<file path="config.mk">
export PLATFORM = sky130hd
export DESIGN_NAME = seq_chunk_adder
export DESIGN_NICKNAME = d
export VERILOG_FILES = /design/src/rtl/seq_chunk_adder_pkg.sv /design/src/rtl/seq_chunk_adder_chunk_rca.sv /design/src/rtl/seq_chunk_adder.sv
export SDC_FILE = /design/constraint.sdc
export NUM_CORES = 1
export LEC_CHECK = 0
export ABC_AREA = 1
export CORE_MARGIN = 1.5
export CORE_UTILIZATION = 39
export CTS_CLUSTER_DIAMETER = 40
export CTS_CLUSTER_SIZE = 30
export DETAILED_ROUTE_END_ITERATION = 16
export PLACE_DENSITY = 0.71
export SYNTH_ARGS = -nofsm -noshare
export SYNTH_HDL_FRONTEND = slang
export SYNTH_SLANG_ARGS = --single-unit
</file>
<file path="constraint.sdc">
create_clock -name clk -period 3.1 [get_ports clk]
set_input_delay 0.31 -clock clk [delete_from_list [all_inputs] [get_ports clk]]
set_output_delay 0.31 -clock clk [all_outputs]
set_load 0.01 [all_outputs]
</file>
<file path="src/rtl/seq_chunk_adder_pkg.sv">
// seq_chunk_adder shared types and helpers.
// Optional overflow output is enabled with SCA_OVF_EN.
package seq_chunk_adder_pkg;

  typedef enum logic [1:0] {
    IDLE = 2'd0,
    BUSY = 2'd1,
    DONE = 2'd2
  } sca_state_t;

  // Number of chunks per operand.
  function automatic int sca_nchunks(
    input int w,
    input int c
  );
    return (c > 0) ? (w / c) : 1;
  endfunction

  // Chunk index width, never narrower than one bit.
  function automatic int sca_idx_w(input int n);
    return (n > 1) ? $clog2(n) : 1;
  endfunction

  // One full-adder bit cell: returns {carry, sum}.
  function automatic logic [1:0] sca_fa(
    input logic a,
    input logic b,
    input logic c
  );
    return {(a & b) | (c & (a ^ b)), a ^ b ^ c};
  endfunction

endpackage

</file>
<file path="src/rtl/seq_chunk_adder_chunk_rca.sv">
// chunk_rca: combinational CHUNK-bit ripple-carry adder.
// Also exports the carry into the top bit for overflow detection.
module chunk_rca
  import seq_chunk_adder_pkg::*;
#(
  parameter int CHUNK = 4
) (
  input  logic [CHUNK-1:0] a,
  input  logic [CHUNK-1:0] b,
  input  logic             ci,
  output logic [CHUNK-1:0] sum,
  output logic             co,
  output logic             c_msb_in
);

  // Ripple the carry through a chain of full-adder cells, LSB first.
  always_comb begin
    logic c;
    c = ci;
    sum = '0;
    c_msb_in = 1'b0;
    for (int i = 0; i < CHUNK; i++) begin
      c_msb_in = c;
      {c, sum[i]} = sca_fa(a[i], b[i], c);
    end
    co = c;
  end

endmodule

</file>
<file path="src/rtl/seq_chunk_adder.sv">
// seq_chunk_adder: multi-cycle add/sub, CHUNK bits per clock.
// Define SCA_OVF_EN to add the ovf (signed overflow) output.
module seq_chunk_adder
  import seq_chunk_adder_pkg::*;
#(
  parameter int WIDTH = 16,
  parameter int CHUNK = 4
) (
  input  logic             clk,
  input  logic             rst_n,
  input  logic             in_valid,
  output logic             in_ready,
  input  logic [WIDTH-1:0] A,
  input  logic [WIDTH-1:0] B,
  input  logic             cin,
  input  logic             sub,
  output logic             out_valid,
  input  logic             out_ready,
  output logic [WIDTH-1:0] s,
  output logic             cout
`ifdef SCA_OVF_EN
  ,
  output logic             ovf
`endif
);

  localparam int N  = sca_nchunks(WIDTH, CHUNK);
  localparam int IW = sca_idx_w(N);
  localparam logic [IW-1:0] LAST = IW'(N - 1);

  if ((CHUNK < 1) || (CHUNK > WIDTH) ||
      ((WIDTH % CHUNK) != 0)) begin : g_bad_cfg
    $error("seq_chunk_adder: WIDTH must be a multiple of CHUNK");
  end

  sca_state_t state_q;
  sca_state_t state_d;

  logic [WIDTH-1:0] a_q;
  logic [WIDTH-1:0] b_q;
  logic             carry_q;
  logic [IW-1:0]    idx_q;
  logic             last;
  int               off;

  logic [CHUNK-1:0] ca;
  logic [CHUNK-1:0] cb;
  logic [CHUNK-1:0] csum;
  logic             cco;
  logic             cmsb;

  assign last = (idx_q == LAST);

  // Select the operand chunk addressed by the chunk index.
  always_comb begin
    off = int'(idx_q) * CHUNK;
    ca  = a_q[off +: CHUNK];
    cb  = b_q[off +: CHUNK];
  end

  chunk_rca #(
    .CHUNK(CHUNK)
  ) u_rca (
    .a       (ca),
    .b       (cb),
    .ci      (carry_q),
    .sum     (csum),
    .co      (cco),
    .c_msb_in(cmsb)
  );

`ifndef SCA_OVF_EN
  logic unused_cmsb;
  assign unused_cmsb = cmsb;
`endif

  // State register.
  always_ff @(posedge clk or negedge rst_n) begin
    if (!rst_n) begin
      state_q <= IDLE;
    end else begin
      state_q <= state_d;
    end
  end

  // Next-state and handshake outputs.
  always_comb begin
    state_d   = state_q;
    in_ready  = 1'b0;
    out_valid = 1'b0;
    unique case (state_q)
      IDLE: begin
        in_ready = 1'b1;
        if (in_valid) state_d = BUSY;
      end
      BUSY: begin
        if (last) state_d = DONE;
      end
      DONE: begin
        out_valid = 1'b1;
        if (out_ready) state_d = IDLE;
      end
      default: state_d = IDLE;
    endcase
  end

  // Operand capture and chunk-serial accumulation of the result.
  always_ff @(posedge clk or negedge rst_n) begin
    if (!rst_n) begin
      a_q     <= '0;
      b_q     <= '0;
      carry_q <= 1'b0;
      idx_q   <= '0;
      s       <= '0;
      cout    <= 1'b0;
`ifdef SCA_OVF_EN
      ovf     <= 1'b0;
`endif
    end else begin
      unique case (state_q)
        IDLE: begin
          if (in_valid) begin
            a_q     <= A;
            b_q     <= B ^ {WIDTH{sub}};
            carry_q <= cin ^ sub;
            idx_q   <= '0;
          end
        end
        BUSY: begin
          s[off +: CHUNK] <= csum;
          carry_q         <= cco;
          if (last) begin
            idx_q <= '0;
            cout  <= cco;
`ifdef SCA_OVF_EN
            ovf   <= cmsb ^ cco;
`endif
          end else begin
            idx_q <= idx_q + 1'b1;
          end
        end
        default: ;
      endcase
    end
  end

endmodule

</file>
# [Word level (Yosys, flattened, before mapping)]
# Cells that the tools add are included.
[totals] ff_bits=54 elab_cells=59 output_inout_bits=19
[op_classes] shift=4 n_eq_ne=6 reduce_logical=6 bitwise_logic=22 addsub=2 n_mux=12
[op_table] cell="4-bit negator with 33-bit output" n=1
[op_table] cell="4-bit by 33-bit variable shift with 16-bit output, first input constant" n=1
[op_table] cell="4-bit by 33-bit variable part select with 16-bit output" n=1
[op_table] cell="16-bit by 5-bit variable part select with 4-bit output" n=2
[op_table] cell="16-bit bitwise mux" n=1
[op_table] cell="16-bit bitwise XOR" n=1
[op_table] cell="2-bit 2-to-1 mux" n=5
[op_table] cell="1-bit bitwise XOR" n=9
[op_table] cell="1-bit bitwise AND" n=8
[op_table] cell="2-bit inequality test, second input constant" n=3
[op_table] cell="2-bit case mux with 3 select lines" n=1
[op_table] cell="2-bit AND reduction" n=3
[op_table] cell="2-bit equality test, second input constant" n=2
[op_table] cell="1-bit OR" n=4
[op_table] cell="2-bit case mux with 2 select lines" n=1
[op_table] cell="1-bit 2-to-1 mux" n=3
[op_table] cell="3-bit AND reduction" n=1
[op_table] cell="2-bit by 1-bit adder with 2-bit output, second input constant" n=1
[op_table] cell="2-bit by 1-bit equality test with 1-bit output, second input constant" n=1
[op_table] cell="2-bit zero test" n=1
[op_table] cell="1-bit case mux with 2 select lines" n=1
[op_table] cell="2-bit nonzero test" n=1

# [Longest topological paths before layout]
[depth] word_depth=11 mapped_depth=19

# [Hierarchy]
# Synthesis repeated with hierarchy kept, for this count alone.
[unflattened] cells_unflattened=342 area_unflattened_um2=2812.7
[by_module_without_submodules] module="seq_chunk_adder" cells_each=328 area_per_inst_um2=2695.1 seq_area_each_um2=1351.3 instances=1
[by_module_without_submodules] module="chunk_rca" cells_each=14 area_per_inst_um2=117.6 seq_area_each_um2=0.0 instances=1

# [Worst setup path before layout]
# No wires, ideal clock.
[synth_timing] path_type="register -> register" startpoint="register idx_q[0]" endpoint="register s[15]" period_less_slack_ns=2.916 path_slack_ns=0.184 t_arrival_ns=2.799 stages_incl_launch_ff=19 path_buffers=2 path_cell_list="dfrtp_1 > buf_2 > buf_1 > nand2_1 > nand3_1 > nand2_1 > fa_1 > inv_1 > fa_1 > inv_1 > fa_1 > inv_1 > fa_1 > inv_1 > nor2_1 > nand2_1 > inv_1 > nand2_1 > nand2_1"
[synth_between] elab_chain_cells=11 word_cells_on_any_way=23
[synth_rtl] item="start, declared" line="seq_chunk_adder.sv:42" rtl="logic [IW-1:0] idx_q;"
[synth_rtl] item="start signal, assigned" line="seq_chunk_adder.sv:139" rtl="idx_q <= idx_q + 1'b1;"
[synth_rtl] item="16-bit by 5-bit variable part select with 4-bit output (on tied branches)" line="seq_chunk_adder.sv:57, seq_chunk_adder.sv:58"
[synth_rtl] item="1-bit bitwise XOR" line="seq_chunk_adder_pkg.sv:30" rtl="return {(a & b) | (c & (a ^ b)), a ^ b ^ c};"
[synth_rtl] item="1-bit bitwise AND" line="seq_chunk_adder_pkg.sv:30"
[synth_rtl] item="1-bit OR" line="seq_chunk_adder_pkg.sv:30"
[synth_rtl] item="1-bit bitwise AND" line="seq_chunk_adder_pkg.sv:30"
[synth_rtl] item="1-bit OR" line="seq_chunk_adder_pkg.sv:30"
[synth_rtl] item="1-bit bitwise AND" line="seq_chunk_adder_pkg.sv:30"
[synth_rtl] item="1-bit OR" line="seq_chunk_adder_pkg.sv:30"
[synth_rtl] item="1-bit bitwise XOR" line="seq_chunk_adder_pkg.sv:30"
[synth_rtl] item="4-bit by 33-bit variable part select with 16-bit output" line="seq_chunk_adder.sv:130" rtl="s[off +: CHUNK] <= csum;"
[synth_rtl] item="16-bit bitwise mux *" line="seq_chunk_adder.sv:130"
[synth_rtl] item="end signal, assigned by index" line="seq_chunk_adder.sv:130"
[synth_rtl] item="end, declared" line="seq_chunk_adder.sv:19" rtl="output logic [WIDTH-1:0] s,"
# Mark *: on every way between the ends. The rest lies on a longest branch, timed or not.
# A chain may end at the register's enable or synchronous reset.

# [Worst setup path after layout]
# Ends and elaborated chain as after synthesis.

==> results.json <==
{
  "die_y_microns": 87.7,
  "endpoint_kind": "flop",
  "p_comb_frac": 0.535,
  "rsz0062_at_grt": "no",
  "finalNetCount": 455,
  "power.ir.vdd_worst_v": 0.000357,
  "place.detailed.instances": 496,
  "worst_reg2reg_path_startpoint": "idx_q[0]$_DFFE_PN0P_",
  "dr.first_iter.drc_count": 87,
  "postSynth.topFlopCell": "dfrtp_1",
  "tritoncts_num_sinks": 54,
  "worst_slack_ps": 265,
  "fmax_mhz": 353,
  "async_flop_share": 1.00,
  "setup_violating_endpoint_count_in_the_final_report": 0,
  "synth.largest_area_cell": "dfrtp_1",
  "setup_slack_of_the_most_critical_reg_to_reg_path_ps": 270,
  "gpl.final_weighted_congestion": 0.871,
  "dp.final_hpwl_microns": 4450,
  "skew_ps": 4.99,
  "synth_top_cells_by_area": "dfrtp_1 48%, nand2_1 22%, xor2_1 5.0%",
  "diodes": 0,
  "largest_net_degree_at_the_start_of_global_routing": 38,
  "synth.top_cell.area_share": 0.483,
  "synthToLayoutAreaGrowth_pct": 25.9,
  "post_drt_via_cell_ratio": 4.60,
  "period_share": 0.914,
  "count_of_flip_flops_with_a_built_in_enable_after_synthesis": 0,
  "grt.total_usage": 0.165,
  "cts.root.buffer_cell": "clkbuf_8",
  "post_cts_buffers": 0,
  "final_period_minus_worst_setup_slack_ps": 2830,
  "run_status": "finished, final reports clean",
  "first_global_vias": 2303,
  "tightestPinTransition_ps": 863,
  "core_sq_um": 6870,
  "drt_pre_antenna_iters": 7,
  "utilization": 0.513,
  "cts_inserted_buffers": 5,
  "maxCapViolCount": 0,
  "cell_area_power_density_nw_per_um2": 968,
  "route.antenna.remaining_nets": 0,
  "rows": 30,
  "clk_path_buf_depth": 2,
  "cts.reportedPaths.clkPinSlew_ps": 90,
  "finish.cell_count_without_fillers": 503,
  "synthesis.area_per_instance_sq_um": 7.98,
  "critPathLaunch": "idx_q[0]$_DFFE_PN0P_",
  "cts_max_level": 2,
  "finalHoldViolations": 0,
  "maxSlewHeadroom": 0.423,
  "synth.cell_area_sq_um": 2800,
  "routed_len_inst_microns": 11.4,
  "total_switching_power_mw": 1.51,
  "die-width_microns": 87.7,
  "initial_utilization": 0.408,
  "internal_power_mw": 1.90,
  "total_leakage_power_nw": 1.79,
  "setup-tns-final_ps": 0,
  "grt_first_pass_wirelength_microns": 10000,
  "number_of_max_slew_violations_in_the_final_report": 0,
  "numPortBuffers": 56,
  "register_area_share_after_synthesis": 0.483,
  "synth.ff_latch_count": 54,
  "postSynthCellCount": 351,
  "critical_path.startpoint_type": "flop",
  "worst_skew_pair.late_latency_ps": 310,
  "category_of_the_most_critical_setup_path": "reg2reg",
  "power_frac_clock": 0.108,
  "drc_errors": 0,
  "fraction_of_power_consumed_by_sequential_logic": 0.357,
  "required_ps": 3310,
  "cts_tree": "built",
  "globalRoute.totalOverflow": 0,
  "worstPathArrival_ps": 3040,
  "pre_cts_ws_ps": 179,
  "ys.warnings.count": 0,
  "via_count": 2316,
  "grt_antenna_before_repair": 0,
  "num_io_pins": 57,
  "die_area_sq_um": 7700,
  "count_of_distinct_cell_types_in_the_synthesized_netlist": 21,
  "drt_wl_total_microns": 5750,
  "share_of_layout_cells_above_drive_strength_1": 0.0565,
  "sw_frac_of_total": 0.442,
  "worst-path-max-fanout": 11,
  "synth_nets": 399,
  "timing.hold.worst.class": "in2async",
  "ctsHoldBuffers": 0
}
[through the flow]
stage / power [mW] / hold WS (ps) / cell area (sq um)
after floorplan: 2.44 / 14.4 / 2800
after global placement: 2.98 / 352 / 3440
after detailed placement: 3.06 / 357 / 3440
after CTS: 3.43 / 24.4 / 3520
after global routing: 3.77 / 52.5 / 3520
final: 3.41 / 5.44 / 3520
[critical path: stages (launching register included)]
cell and delay [ps]:
dfrtp_2 500, inv_4 140, nand2_1 80, nand3_1 80, nand2_1 70, fa_1 390, inv_1 80, fa_1 170
inv_1 50, fa_1 350, inv_1 70, fa_1 420, inv_1 60, nor2_1 50, nand2_1 80, inv_1 40
nand2_1 50, nand2_1 40
[final cells by class]
cell class | instances | area [sq um]
clock inverters | 2 | 10.0
multi-input cells | 254 | 1260
inverters | 30 | 115
repair buffers | 62 | 601
well taps | 96 | 120
clock buffers | 5 | 68.8
flip-flops and latches | 54 | 1350
fillers | 683 | 3340
[registers in the layout, indices dropped and copies added, names as in the netlist]
name / cells
s: 16
idx_q: 2
a_q: 16
carry_q: 1
cout: 1
state_q: 2
b_q: 16
[cell families (layout without fill, tap and decap cells)]
| logic type | Yosys count | after routing | synth area share |
|---|---|---|---|
| buffers and inverters | 43 | 99 | 0.0684 |
| AND/OR/NAND/NOR | 204 | 204 | 0.293 |
| XOR/XNOR | 16 | 16 | 0.0500 |
| AO/OA/AOI/OAI | 24 | 24 | 0.0509 |
| adder cells (fa/ha/maj) | 10 | 10 | 0.0554 |
| flip-flops | 54 | 54 | 0.483 |
[power groups by stage]
| stage | Combinational, mW | Clock, mW | Sequential, mW |
|---|---|---|---|
| after floorplan | 1.24 | 0 | 1.20 |
| after CTS | 1.84 | 0.380 | 1.21 |
| after detailed placement | 1.83 | 0 | 1.23 |
| after global routing | 2.11 | 0.403 | 1.26 |
| after global placement | 1.76 | 0 | 1.22 |
| final | 1.83 | 0.370 | 1.22 |
[cells in the mapped netlist (4+ instances only)]
library cell	number
nand2_1	166
dfrtp_1	54
inv_1	25
nand3_1	21
xor2_1	16
o21ai_0	15
nor2_1	12
buf_2	9
o211ai_1	8
ha_1	6
fa_1	4
inv_2	4
[repair_timing]
| item | 4_1_cts | 5_1_grt |
|---|---|---|
| endpoints found under the hold margin | 0 | 0 |
| gates resized for setup | 0 | 2 |
| endpoints found under the setup margin | 0 | 2 |
[per-layer routing]
| layer | GRT usage | vias to the layer above | part of all wire |
|---|---|---|---|
| li1 | - | 1192 | - |
| met5 | 0 | - | 0 |
| met4 | 0.0505 | 0 | 0.010 |
| met3 | 0.0349 | 5 | 0.039 |
| met2 | 0.278 | 58 | 0.47 |
| met1 | 0.213 | 1061 | 0.48 |
[cell usage in the layout (no fill, tap or decap)]
master	count
nand2_1	166
nand3_1	21
nand2_2	1
fa_1	4
clkdlybuf4s50_1	55
clkbuf_8	5
inv_1	25
clkinv_1	1
buf_4	6
inv_4	1
nor2_1	12
buf_2	1
dfrtp_2	1
o21ai_0	15
inv_2	3
o31ai_1	1
nor2_4	2
nand2_4	1
o211ai_1	8
clkinv_2	2
dfrtp_1	53
ha_1	6
nand4_1	1
xor2_1	16
[final timing paths]
check                                      end  depth (start not counted)
min reg2reg                a_q[10]$_DFFE_PN0P_                          2
min in group clk           a_q[10]$_DFFE_PN0P_                          2
min                          s[12]$_DFFE_PN0P_                          1
max in group asynchronous     s[2]$_DFFE_PN0P_                          2
max reg2reg                  s[15]$_DFFE_PN0P_                         17
max                          s[15]$_DFFE_PN0P_                         17
(Power assumes the default switching activity.)
